===== src/rtl/seqgen_pkg.sv =====
// Shared definitions for the serial sequence generator: state encodings
// (which double as the Q LED display code) and the factory default pattern.
package seqgen_pkg;

    typedef enum logic [2:0] {
        S_IDLE  = 3'b000,
        S_SHIFT = 3'b001,
        S_PAR   = 3'b010,
        S_GAP   = 3'b011,
        S_DONE  = 3'b100
    } state_t;

    localparam logic [5:0] DEFAULT_PATTERN = 6'b010110;

endpackage


===== src/rtl/piso_shift_reg.sv =====
// Parallel-in serial-out shift register. Load has priority over shift and
// the MSB is presented as the serial output. Synchronous active-low reset.
module piso_shift_reg #(
    parameter int W = 6
) (
    input  logic         clock,
    input  logic         reset,
    input  logic         load,
    input  logic         shift,
    input  logic [W-1:0] din,
    output logic         msb
);

    logic [W-1:0] sr;

    // Hold, load a new word, or move everything one place toward the MSB
    always_ff @(posedge clock) begin
        if (!reset) begin
            sr <= '0;
        end else if (load) begin
            sr <= din;
        end else if (shift) begin
            sr <= {sr[W-2:0], 1'b0};
        end
    end

    assign msb = sr[W-1];

endmodule


===== src/rtl/sequence_generator.sv =====
// Serial pattern transmitter: shifts a latched pattern out MSB-first on X
// for a programmable number of frames separated by idle gaps.
// Optional feature macro: PARITY_EN adds an even-parity bit (state PAR)
// after each frame; without it frames are exactly PAT_W bits.
// The shift register is loaded with the pattern already shifted by one,
// because the MSB goes straight into the X register on the entry edge and
// the shift register then supplies the following bit on every later edge.
module sequence_generator
    import seqgen_pkg::*;
#(
    parameter int               PAT_W   = 6,
    parameter logic [PAT_W-1:0] PATTERN = PAT_W'(DEFAULT_PATTERN),
    parameter int               CNT_W   = 4,
    parameter int               GAP     = 2
) (
    input  logic             clock,
    input  logic             reset,
    input  logic             start,
    input  logic             stop,
    input  logic             use_default,
    input  logic [PAT_W-1:0] pat_in,
    input  logic [CNT_W-1:0] repeat_n,
    output logic             X,
    output logic             valid,
    output logic             busy,
    output logic             frame_end,
    output logic             done,
    output logic [2:0]       Q
);

    localparam int BIT_W = $clog2(PAT_W);
    localparam int GAP_W = $clog2(GAP + 1);
    localparam logic [BIT_W-1:0] LAST_BIT = BIT_W'(PAT_W - 1);
    localparam logic [BIT_W-1:0] PREV_BIT = BIT_W'(PAT_W - 2);
    localparam logic [GAP_W-1:0] GAP_LAST = GAP_W'(GAP - 1);
`ifdef PARITY_EN
    localparam bit PARITY_ON = 1'b1;
`else
    localparam bit PARITY_ON = 1'b0;
`endif

    state_t           state;
    logic [PAT_W-1:0] pat_lat;
    logic [CNT_W-1:0] rep_lat;
    logic [CNT_W-1:0] frame_cnt;
    logic [BIT_W-1:0] bit_cnt;
    logic [GAP_W-1:0] gap_cnt;
    logic             stop_lat;

    logic [PAT_W-1:0] sel_pat;
    logic [PAT_W-1:0] piso_din;
    logic [CNT_W-1:0] frame_next;
    logic             piso_load;
    logic             piso_shift;
    logic             piso_msb;
    logic             stop_seen;
    logic             last_cycle;
    logic             end_run;

    piso_shift_reg #(.W(PAT_W)) u_piso (
        .clock (clock),
        .reset (reset),
        .load  (piso_load),
        .shift (piso_shift),
        .din   (piso_din),
        .msb   (piso_msb)
    );

    // Frame-boundary decisions and shift register control
    always_comb begin
        sel_pat    = use_default ? PATTERN : pat_in;
        stop_seen  = stop_lat | stop;
        frame_next = frame_cnt + 1'b1;
`ifdef PARITY_EN
        last_cycle = (state == S_PAR);
`else
        last_cycle = (state == S_SHIFT) && (bit_cnt == LAST_BIT);
`endif
        end_run    = last_cycle &&
                     (stop_seen || ((rep_lat != '0) && (frame_next == rep_lat)));
        piso_load  = ((state == S_IDLE) && start) || (last_cycle && !end_run);
        piso_din   = (state == S_IDLE) ? {sel_pat[PAT_W-2:0], 1'b0}
                                       : {pat_lat[PAT_W-2:0], 1'b0};
        piso_shift = (state == S_SHIFT);
    end

    // Main FSM with counters, stop latch and registered outputs
    always_ff @(posedge clock) begin
        if (!reset) begin
            state     <= S_IDLE;
            pat_lat   <= '0;
            rep_lat   <= '0;
            frame_cnt <= '0;
            bit_cnt   <= '0;
            gap_cnt   <= '0;
            stop_lat  <= 1'b0;
            X         <= 1'b0;
            valid     <= 1'b0;
            busy      <= 1'b0;
            frame_end <= 1'b0;
            done      <= 1'b0;
        end else begin
            frame_end <= 1'b0;
            done      <= 1'b0;
            if (state != S_IDLE) begin
                stop_lat <= stop_lat | stop;
            end
            if (last_cycle) begin
                frame_cnt <= frame_next;
                bit_cnt   <= '0;
                gap_cnt   <= '0;
                X         <= 1'b0;
                valid     <= 1'b0;
                if (end_run) begin
                    state <= S_DONE;
                    done  <= 1'b1;
                end else begin
                    state <= S_GAP;
                end
            end else begin
                case (state)
                    S_IDLE: begin
                        if (start) begin
                            state     <= S_SHIFT;
                            pat_lat   <= sel_pat;
                            rep_lat   <= repeat_n;
                            stop_lat  <= 1'b0;
                            frame_cnt <= '0;
                            bit_cnt   <= '0;
                            gap_cnt   <= '0;
                            X         <= sel_pat[PAT_W-1];
                            valid     <= 1'b1;
                            busy      <= 1'b1;
                        end
                    end
                    S_SHIFT: begin
`ifdef PARITY_EN
                        if (bit_cnt == LAST_BIT) begin
                            state     <= S_PAR;
                            X         <= ^pat_lat;
                            frame_end <= 1'b1;
                        end else
`endif
                        begin
                            X         <= piso_msb;
                            bit_cnt   <= bit_cnt + 1'b1;
                            frame_end <= !PARITY_ON && (bit_cnt == PREV_BIT);
                        end
                    end
                    S_GAP: begin
                        if (stop_seen) begin
                            state <= S_DONE;
                            done  <= 1'b1;
                        end else if (gap_cnt == GAP_LAST) begin
                            state   <= S_SHIFT;
                            bit_cnt <= '0;
                            X       <= pat_lat[PAT_W-1];
                            valid   <= 1'b1;
                        end else begin
                            gap_cnt <= gap_cnt + 1'b1;
                        end
                    end
                    S_DONE: begin
                        state <= S_IDLE;
                        busy  <= 1'b0;
                    end
                    default: begin
                        state <= S_IDLE;
                        X     <= 1'b0;
                        valid <= 1'b0;
                        busy  <= 1'b0;
                    end
                endcase
            end
        end
    end

    assign Q = state;

endmodule


===== config.mk =====
export PLATFORM = sky130hd
export DESIGN_NAME = sequence_generator
export DESIGN_NICKNAME = d
export VERILOG_FILES = /design/src/rtl/seqgen_pkg.sv /design/src/rtl/piso_shift_reg.sv /design/src/rtl/sequence_generator.sv
export SDC_FILE = /design/constraint.sdc
export NUM_CORES = 1
export LEC_CHECK = 0
export ABC_AREA = 1
export CORE_UTILIZATION = 40
export CTS_CLUSTER_SIZE = 28
export DETAILED_ROUTE_END_ITERATION = 6
export DONT_BUFFER_PORTS = 1
export SKIP_CTS_REPAIR_TIMING = 1
export SYNTH_ARGS = -nofsm -noshare
export SYNTH_HDL_FRONTEND = slang
export SYNTH_SLANG_ARGS = --single-unit

===== constraint.sdc =====
create_clock -name clock -period 3.1 [get_ports clock]
set_clock_uncertainty 0.15 [all_clocks]
set_input_delay 0.31 -clock clock [delete_from_list [all_inputs] [get_ports clock]]
set_output_delay 0.31 -clock clock [all_outputs]
set_load 0.005 [all_outputs]

==> metrics, run 1 <==
outcome completed; worst endpoint data arrival time 2070 ps; drc violations 0; TritonCTS clock tree done; max-cap viol count 0; initial standard-cell utilization of the core 0.4325; Tightest Pin Transition slightly above 600 ps; met2 WL about 1400 µm; Pwr per Cell Area 542.4 mW/mm²; count of input and output buffers 0; boundary pin count 23; layout net count 256; type of element launching the critical path flop; die outline height 66.09 µm; synthesis-stage register bit count 33; number of CTS-inserted buffers 5; Highest Clock Rate 0.5003 GHz; wire length of the first global-routing pass 5540 µm; standard cell core area 0.003799 mm²; data required time at the worst endpoint 3170 ps; cell area after layout 0.001767 mm²; total count of max-transition violations in the final report 0; buffer levels on the longest clock path 2; Setup Total Neg Slack 0 ps; clock latency of the later-clocked register in the worst-skew pair 280 ps; average wire length per cell after detail routing 11.40 µm; Remaining Overflow, GRT 0; RSZ-0062 raised after global routing false; max incr delay on CP 420 ps; ant diodes 0; setup slack of the most critical reg-to-reg path 1100 ps; Placed Area 0.001680 mm²; family with the most delay on the worst path simple AND/OR/NAND/NOR gates; met1 layer wirelength in the final routing 1603 µm; synthesis-to-layout area growth 7.540%; detail-routed via count per cell between 5 and 6; DRT antenna net count 0; total standard cell area after synthesis roughly 0.0016 mm²; clock transition at the register clock pins on the worst setup and hold paths after CTS ~70 ps; worst-path cell with the longest stage delay sky130_fd_sc_hd__dfxtp_1; final HPWL from detailed placement 2422 µm; Distinct cells, synth 27; end-of-flow core utilization 0.4651; share of cells above drive strength 1 0.07627; initial drt markers 53; Yosys warning total 0; max layer used met4; clock period minus final worst setup slack 1999 ps; total wirelength of the detailed-routed design 3238 µm; via count around 1500; Hold Vio Cnt, Final 0; Leakage Power 0.7336 nW; Cell Chain, Critical Path ha_1 -> xnor2_1 -> nand2_1 -> nor2_1 -> nand3_1 -> nand3_2 -> nand2_1 -> nand2_1 -> nand2_1 -> a21oi_1; post-route clock period utilization 0.6448; detailed route wirelength on metal3 178 µm; number of setup violations in the final report 0; worst hold margin 10.53 ps; mean area per synthesized cell around 7.1 µm²; clock root cell sky130_fd_sc_hd__clkbuf_8; number of placement rows 22; maximum ir drop on the vdd rail 0.0002830 V; fraction of the yosys area taken by sequential cells 0.4021; die outline area 0.004367 mm²; maximum fanout along the worst path 12; H-tree levels 2; CTS sink count 33; synthesized instance count roughly 230; gp weighted congestion 0.7757; cell mode on critical path sky130_fd_sc_hd__nand2_1; Tightest Hold Check Type input port to flop; sort of element at the end of the critical path flop; maximum number of pins on one net before global-route repair 24; start-to-end type of the worst setup path flop to flop; antenna violations before repair 0; Die W between 60 and 70 µm; worst slew margin relative to its limit 0.5971; vias in the first global route around 1200; length of the first detailed-routing pass in iterations 4; net count after synthesis 253; critical path buffer and inverter count 0; overall track demand over capacity in global routing 0.1733
==> per-stage QoR <==
| stage | power (mW) | setup slack, ps | instances |
|---|---|---|---|
| after global routing | 1.017 | 914.8 | 284 |
| after floorplan | 0.6117 | 1408 | 233 |
| after detailed placement | 0.6434 | 1110 | 277 |
| final | 0.9582 | 1101 | 284 |
| after CTS | 0.9713 | 1095 | 284 |
| after global placement | 0.6426 | 1191 | 277 |
==> area by class of cell <==
class                   count  area [µm²]
clock buffers               7       86.33
fillers                   394        2032
inverters                  31       116.4
multi-input cells         164       835.8
flip-flops and latches     33       660.6
well taps                  48       60.06
repair buffers              1       7.507
==> layer usage <==
layer / up-vias / GRT usage
met1: 641 / 0.2294
met2: 31 / 0.2551
met5: - / 0
met3: 8 / 0.04828
li1: 771 / -
met4: 0 / 0.08777
==> synth_stat cells <==
library cell / number / area, µm²
sky130_fd_sc_hd__nand2_2: 1 / 6.260
sky130_fd_sc_hd__nand2_4: 1 / 11.26
sky130_fd_sc_hd__clkinv_1: 2 / 7.510
sky130_fd_sc_hd__inv_1: 27 / 101.4
sky130_fd_sc_hd__o21a_1: 3 / 22.52
sky130_fd_sc_hd__o21ai_1: 1 / 5.000
sky130_fd_sc_hd__ha_1: 5 / 62.56
sky130_fd_sc_hd__dfxtp_1: 33 / 660.6
sky130_fd_sc_hd__nand3_1: 18 / 90.09
sky130_fd_sc_hd__nor2_4: 2 / 22.52
sky130_fd_sc_hd__xnor2_1: 2 / 17.52
sky130_fd_sc_hd__nand2_1: 53 / 198.9
sky130_fd_sc_hd__inv_2: 2 / 7.510
sky130_fd_sc_hd__buf_2: 3 / 15.01
sky130_fd_sc_hd__a211oi_1: 2 / 15.01
sky130_fd_sc_hd__o21ai_0: 14 / 70.07
sky130_fd_sc_hd__nand4_1: 6 / 37.54
sky130_fd_sc_hd__nor2_2: 2 / 12.51
sky130_fd_sc_hd__nor3_1: 1 / 5.000
sky130_fd_sc_hd__a22oi_1: 1 / 7.510
sky130_fd_sc_hd__clkbuf_1: 1 / 3.750
sky130_fd_sc_hd__buf_6: 1 / 11.26
sky130_fd_sc_hd__nand3_2: 2 / 20.02
sky130_fd_sc_hd__or2_2: 1 / 6.260
sky130_fd_sc_hd__a31oi_1: 1 / 6.260
sky130_fd_sc_hd__a21oi_1: 31 / 155.2
sky130_fd_sc_hd__nor2_1: 17 / 63.81
==> placed cells by master, fill, tap and decap left out <==
master                     instances
sky130_fd_sc_hd__a31oi_1           1
sky130_fd_sc_hd__nand3_1          18
sky130_fd_sc_hd__a211oi_1          2
sky130_fd_sc_hd__inv_1            27
sky130_fd_sc_hd__xnor2_1           2
sky130_fd_sc_hd__a22oi_1           1
sky130_fd_sc_hd__o21a_1            3
sky130_fd_sc_hd__o21ai_0          14
sky130_fd_sc_hd__clkinv_1          2
sky130_fd_sc_hd__nor2_4            2
sky130_fd_sc_hd__o21ai_1           1
sky130_fd_sc_hd__ha_1              5
sky130_fd_sc_hd__nand2_2           1
sky130_fd_sc_hd__nand3_2           2
sky130_fd_sc_hd__inv_2             2
sky130_fd_sc_hd__nor2_2            2
sky130_fd_sc_hd__nand4_1           6
sky130_fd_sc_hd__nand2_4           1
sky130_fd_sc_hd__nand2_1          53
sky130_fd_sc_hd__nor2_1           17
sky130_fd_sc_hd__clkbuf_1          1
sky130_fd_sc_hd__clkbuf_8          6
sky130_fd_sc_hd__nor3_1            1
sky130_fd_sc_hd__a21oi_1          31
sky130_fd_sc_hd__or2_2             1
sky130_fd_sc_hd__buf_4             1
sky130_fd_sc_hd__dfxtp_1          33
==> power by group <==
part           switching [mW]  leakage (nW)  internal [mW]  total (mW)
sequential             0.0177         0.271          0.457       0.475
clock                   0.150        0.0443          0.176       0.326
combinational           0.105         0.419         0.0527       0.157
==> sequential cells by signal, indices dropped and copies added (netlist names), 2 cells and up <==
signal / flops
pat_lat: 6
u_piso.sr: 5
frame_cnt: 4
rep_lat: 4
Q: 3
bit_cnt: 3
gap_cnt: 2
==> cell families (layout without fill, tap and decap cells) <==
kind of cell               Yosys count  count (layout)  synth area share
xor gates and xnor gates             2               2           0.01066
adders and majority gates            5               5           0.03808
buffers and inverters               36              39           0.08911
AOI/OAI and AO/OA                   53              53            0.1714
and+or+nand+nor                    104             104            0.2887
DFF                                 33              33            0.4021
==> worst register-to-register path: stages (launching register included) <==
cell	delay, ps
sky130_fd_sc_hd__dfxtp_1	420
sky130_fd_sc_hd__ha_1	290
sky130_fd_sc_hd__xnor2_1	140
sky130_fd_sc_hd__nand2_1	70
sky130_fd_sc_hd__nor2_1	100
sky130_fd_sc_hd__nand3_1	120
sky130_fd_sc_hd__nand3_2	200
sky130_fd_sc_hd__nand2_1	170
sky130_fd_sc_hd__nand2_1	120
sky130_fd_sc_hd__nand2_1	50
sky130_fd_sc_hd__a21oi_1	110
==> final timing paths <==
| check | from | to | depth (start not counted) |
|---|---|---|---|
| worst max-delay path | frame_cnt[0]$_SDFFE_PN0P_ | u_piso.sr[5]$_SDFFE_PN0P_ | 10 |
| worst min-delay path | reset | rep_lat[2]$_SDFFE_PN0P_ | 2 |
| worst max register to register | frame_cnt[0]$_SDFFE_PN0P_ | u_piso.sr[5]$_SDFFE_PN0P_ | 10 |
| worst min register to register | gap_cnt[1]$_SDFFE_PP0P_ | gap_cnt[1]$_SDFFE_PP0P_ | 2 |
No activity file was read; power rests on OpenSTA's default activity.
==> run 2, diff against run 1 <==
clock period = 1.6 ns   (was 3.1 ns; I/O delays follow)
==> run 2 against run 1 <==
  * The run now ends with negative setup slack left
  * Critical path type unchanged
  * Largest cell class unchanged
  * Design area up 32%
  * Sequential share of layout area down 8.3 points
  * Critical endpoint is now u_piso.sr[4]$_SDFFE_PN0P_
  * Global-route usage up 1.9 points
  * Clock power up 150%
==> metrics, run 2 (synthesis gave the netlist of run 1 again) <==
antenna violations before repair 0; worst endpoint data arrival time 1820 ps; average wire length per cell after detail routing ~12 µm; top register by number of flip-flops pat_lat; initial standard-cell utilization of the core 0.4325; post-route clock period utilization 1.129; share of cells above drive strength 1 0.3206; Highest Clock Rate 0.5536 GHz; maximum number of pins on one net before global-route repair 19; CTS sink count 33; critical path buffer and inverter count 1; Remaining Overflow, GRT 0; data required time at the worst endpoint ~1600 ps; DRT antenna net count 0; worst setup slack after placement -199.5 ps; boundary pin count 23; drc violations 0; Pwr per Cell Area approximately 940 mW/mm²; standard cell core area 0.003799 mm²; ant diodes 0; layout net count 306; sort of element at the end of the critical path flop; Die W around 66 µm; vias in the first global route 1513; die outline area 0.004367 mm²; max incr delay on CP 370 ps; failing checks negative setup slack; final HPWL from detailed placement 2697 µm; cell area after layout 0.002332 mm²; total count of max-transition violations in the final report 0; outcome complete, but fails checks; number of CTS-inserted buffers 5; maximum ir drop on the vdd rail 0.0005519 V; RSZ-0062 raised after global routing true; maximum fanout along the worst path 6; Largest register FFs 6; overall track demand over capacity in global routing 0.1925; largest registers ranked by flip-flop count pat_lat (6), u_piso.sr (5); most common cell after layout, fill and taps aside sky130_fd_sc_hd__nand2_1; Tightest Pin Transition 312.6 ps; H-tree levels 2; detail-routed via count per cell 4.925; family with the most delay on the worst path simple AND/OR/NAND/NOR gates; type of element launching the critical path flop; non-filler cells, final 335; worst slew margin relative to its limit 0.7909; length of the first detailed-routing pass in iterations 4; worst setup slack after layout -206.4 ps; Leakage Power between 1 and 1.5 nW; initial drt markers 86; clock latency of the later-clocked register in the worst-skew pair 280 ps; Cell Chain, Critical Path ha_4 -> xnor2_2 -> nand2_1 -> nor2_2 -> nand3_2 -> nand3_4 -> buf_6 -> nand3_2 -> nand2_1 -> a21oi_1; Tightest Hold Check Type input port to flop; gp weighted congestion 0.8013; buffer levels on the longest clock path 2; number of setup violations in the final report 9; commonest cells after routing, fill and taps aside 46 x sky130_fd_sc_hd__nand2_1, 40 x sky130_fd_sc_hd__buf_4, 30 x sky130_fd_sc_hd__a21oi_1, 27 x sky130_fd_sc_hd__dfxtp_1, 23 x sky130_fd_sc_hd__inv_1; Setup Total Neg Slack -1700 ps; die outline height 66.09 µm; synthesis-to-layout area growth 41.97%; number of instances in the placed design 310; TritonCTS clock tree done; via count roughly 1700; clock root cell sky130_fd_sc_hd__clkbuf_8; Hold Vio Cnt, Final 0; number of placement rows 22; max-cap viol count 0; worst-path cell with the longest stage delay sky130_fd_sc_hd__dfxtp_4; total wirelength of the detailed-routed design roughly 4000 µm; start-to-end type of the worst setup path flop to flop; count of input and output buffers 0; Placed Area 0.001946 mm²; clock transition at the register clock pins on the worst setup and hold paths after CTS 70 ps; clock period minus final worst setup slack 1806 ps; wire length of the first global-routing pass 6348 µm
==> run 2: cell count changes in the layout (fill, tap and decap cells not counted), sizes merged <==
cell         change
buf             +41
bufinv           +1
dlygate4sd3      +9
==> run 2: worst paths after layout <==
kind	cells past startpoint	slack, ps	end	start
setup / recovery	10	-210	u_piso.sr[4]$_SDFFE_PN0P_	frame_cnt[0]$_SDFFE_PN0P_
hold / removal	3	30	pat_lat[2]$_SDFFE_PN0P_	pat_in[2]
setup reg to reg	10	-210	u_piso.sr[4]$_SDFFE_PN0P_	frame_cnt[0]$_SDFFE_PN0P_
hold reg to reg	1	310	pat_lat[2]$_SDFFE_PN0P_	pat_lat[2]$_SDFFE_PN0P_
==> run 2: final cells by class <==
cell class	instances	area, µm²
clock buffers	7	86.33
clock inverters	1	30.03
fillers	344	1466
inverters	31	116.4
multi-input cells	164	948.4
flip-flops and latches	33	678.2
well taps	48	60.06
repair buffers	51	412.9
==> run 2: through the flow <==
step	power (mW)	util	hold slack [ps]
floorplan	1.183	-	138.4
global placement	1.307	0.5122	147.1
global route	2.313	0.6140	17.29
finish	2.184	0.6140	29.38
detailed placement	1.311	0.5122	154.9
CTS	2.123	0.5428	-151.4
==> run 2: worst reg2reg max path, delay by kind of cell (launching register included) <==
family                   cells  cell delay, ps
AO/OA/AOI/OAI                1              50
XOR/XNOR                     1             110
adder cells (fa/ha/maj)      1             280
buffers and inverters        1             140
flip-flops                   1             370
AND/OR/NAND/NOR              6             600
==> run 2: report_power, final <==
group | switching [mW] | internal (mW) | leakage, nW
combinational | 0.255 | 0.203 | 0.687
sequential | 0.0380 | 0.880 | 0.275
clock | 0.300 | 0.508 | 0.0585
==> run 2: metal layers <==
metal | routed length (µm) | global-route usage
met4 | 31 | 0.06383
met3 | 115 | 0.05517
met5 | 0 | 0
met1 | 1898 | 0.2387
met2 | 1969 | 0.3176
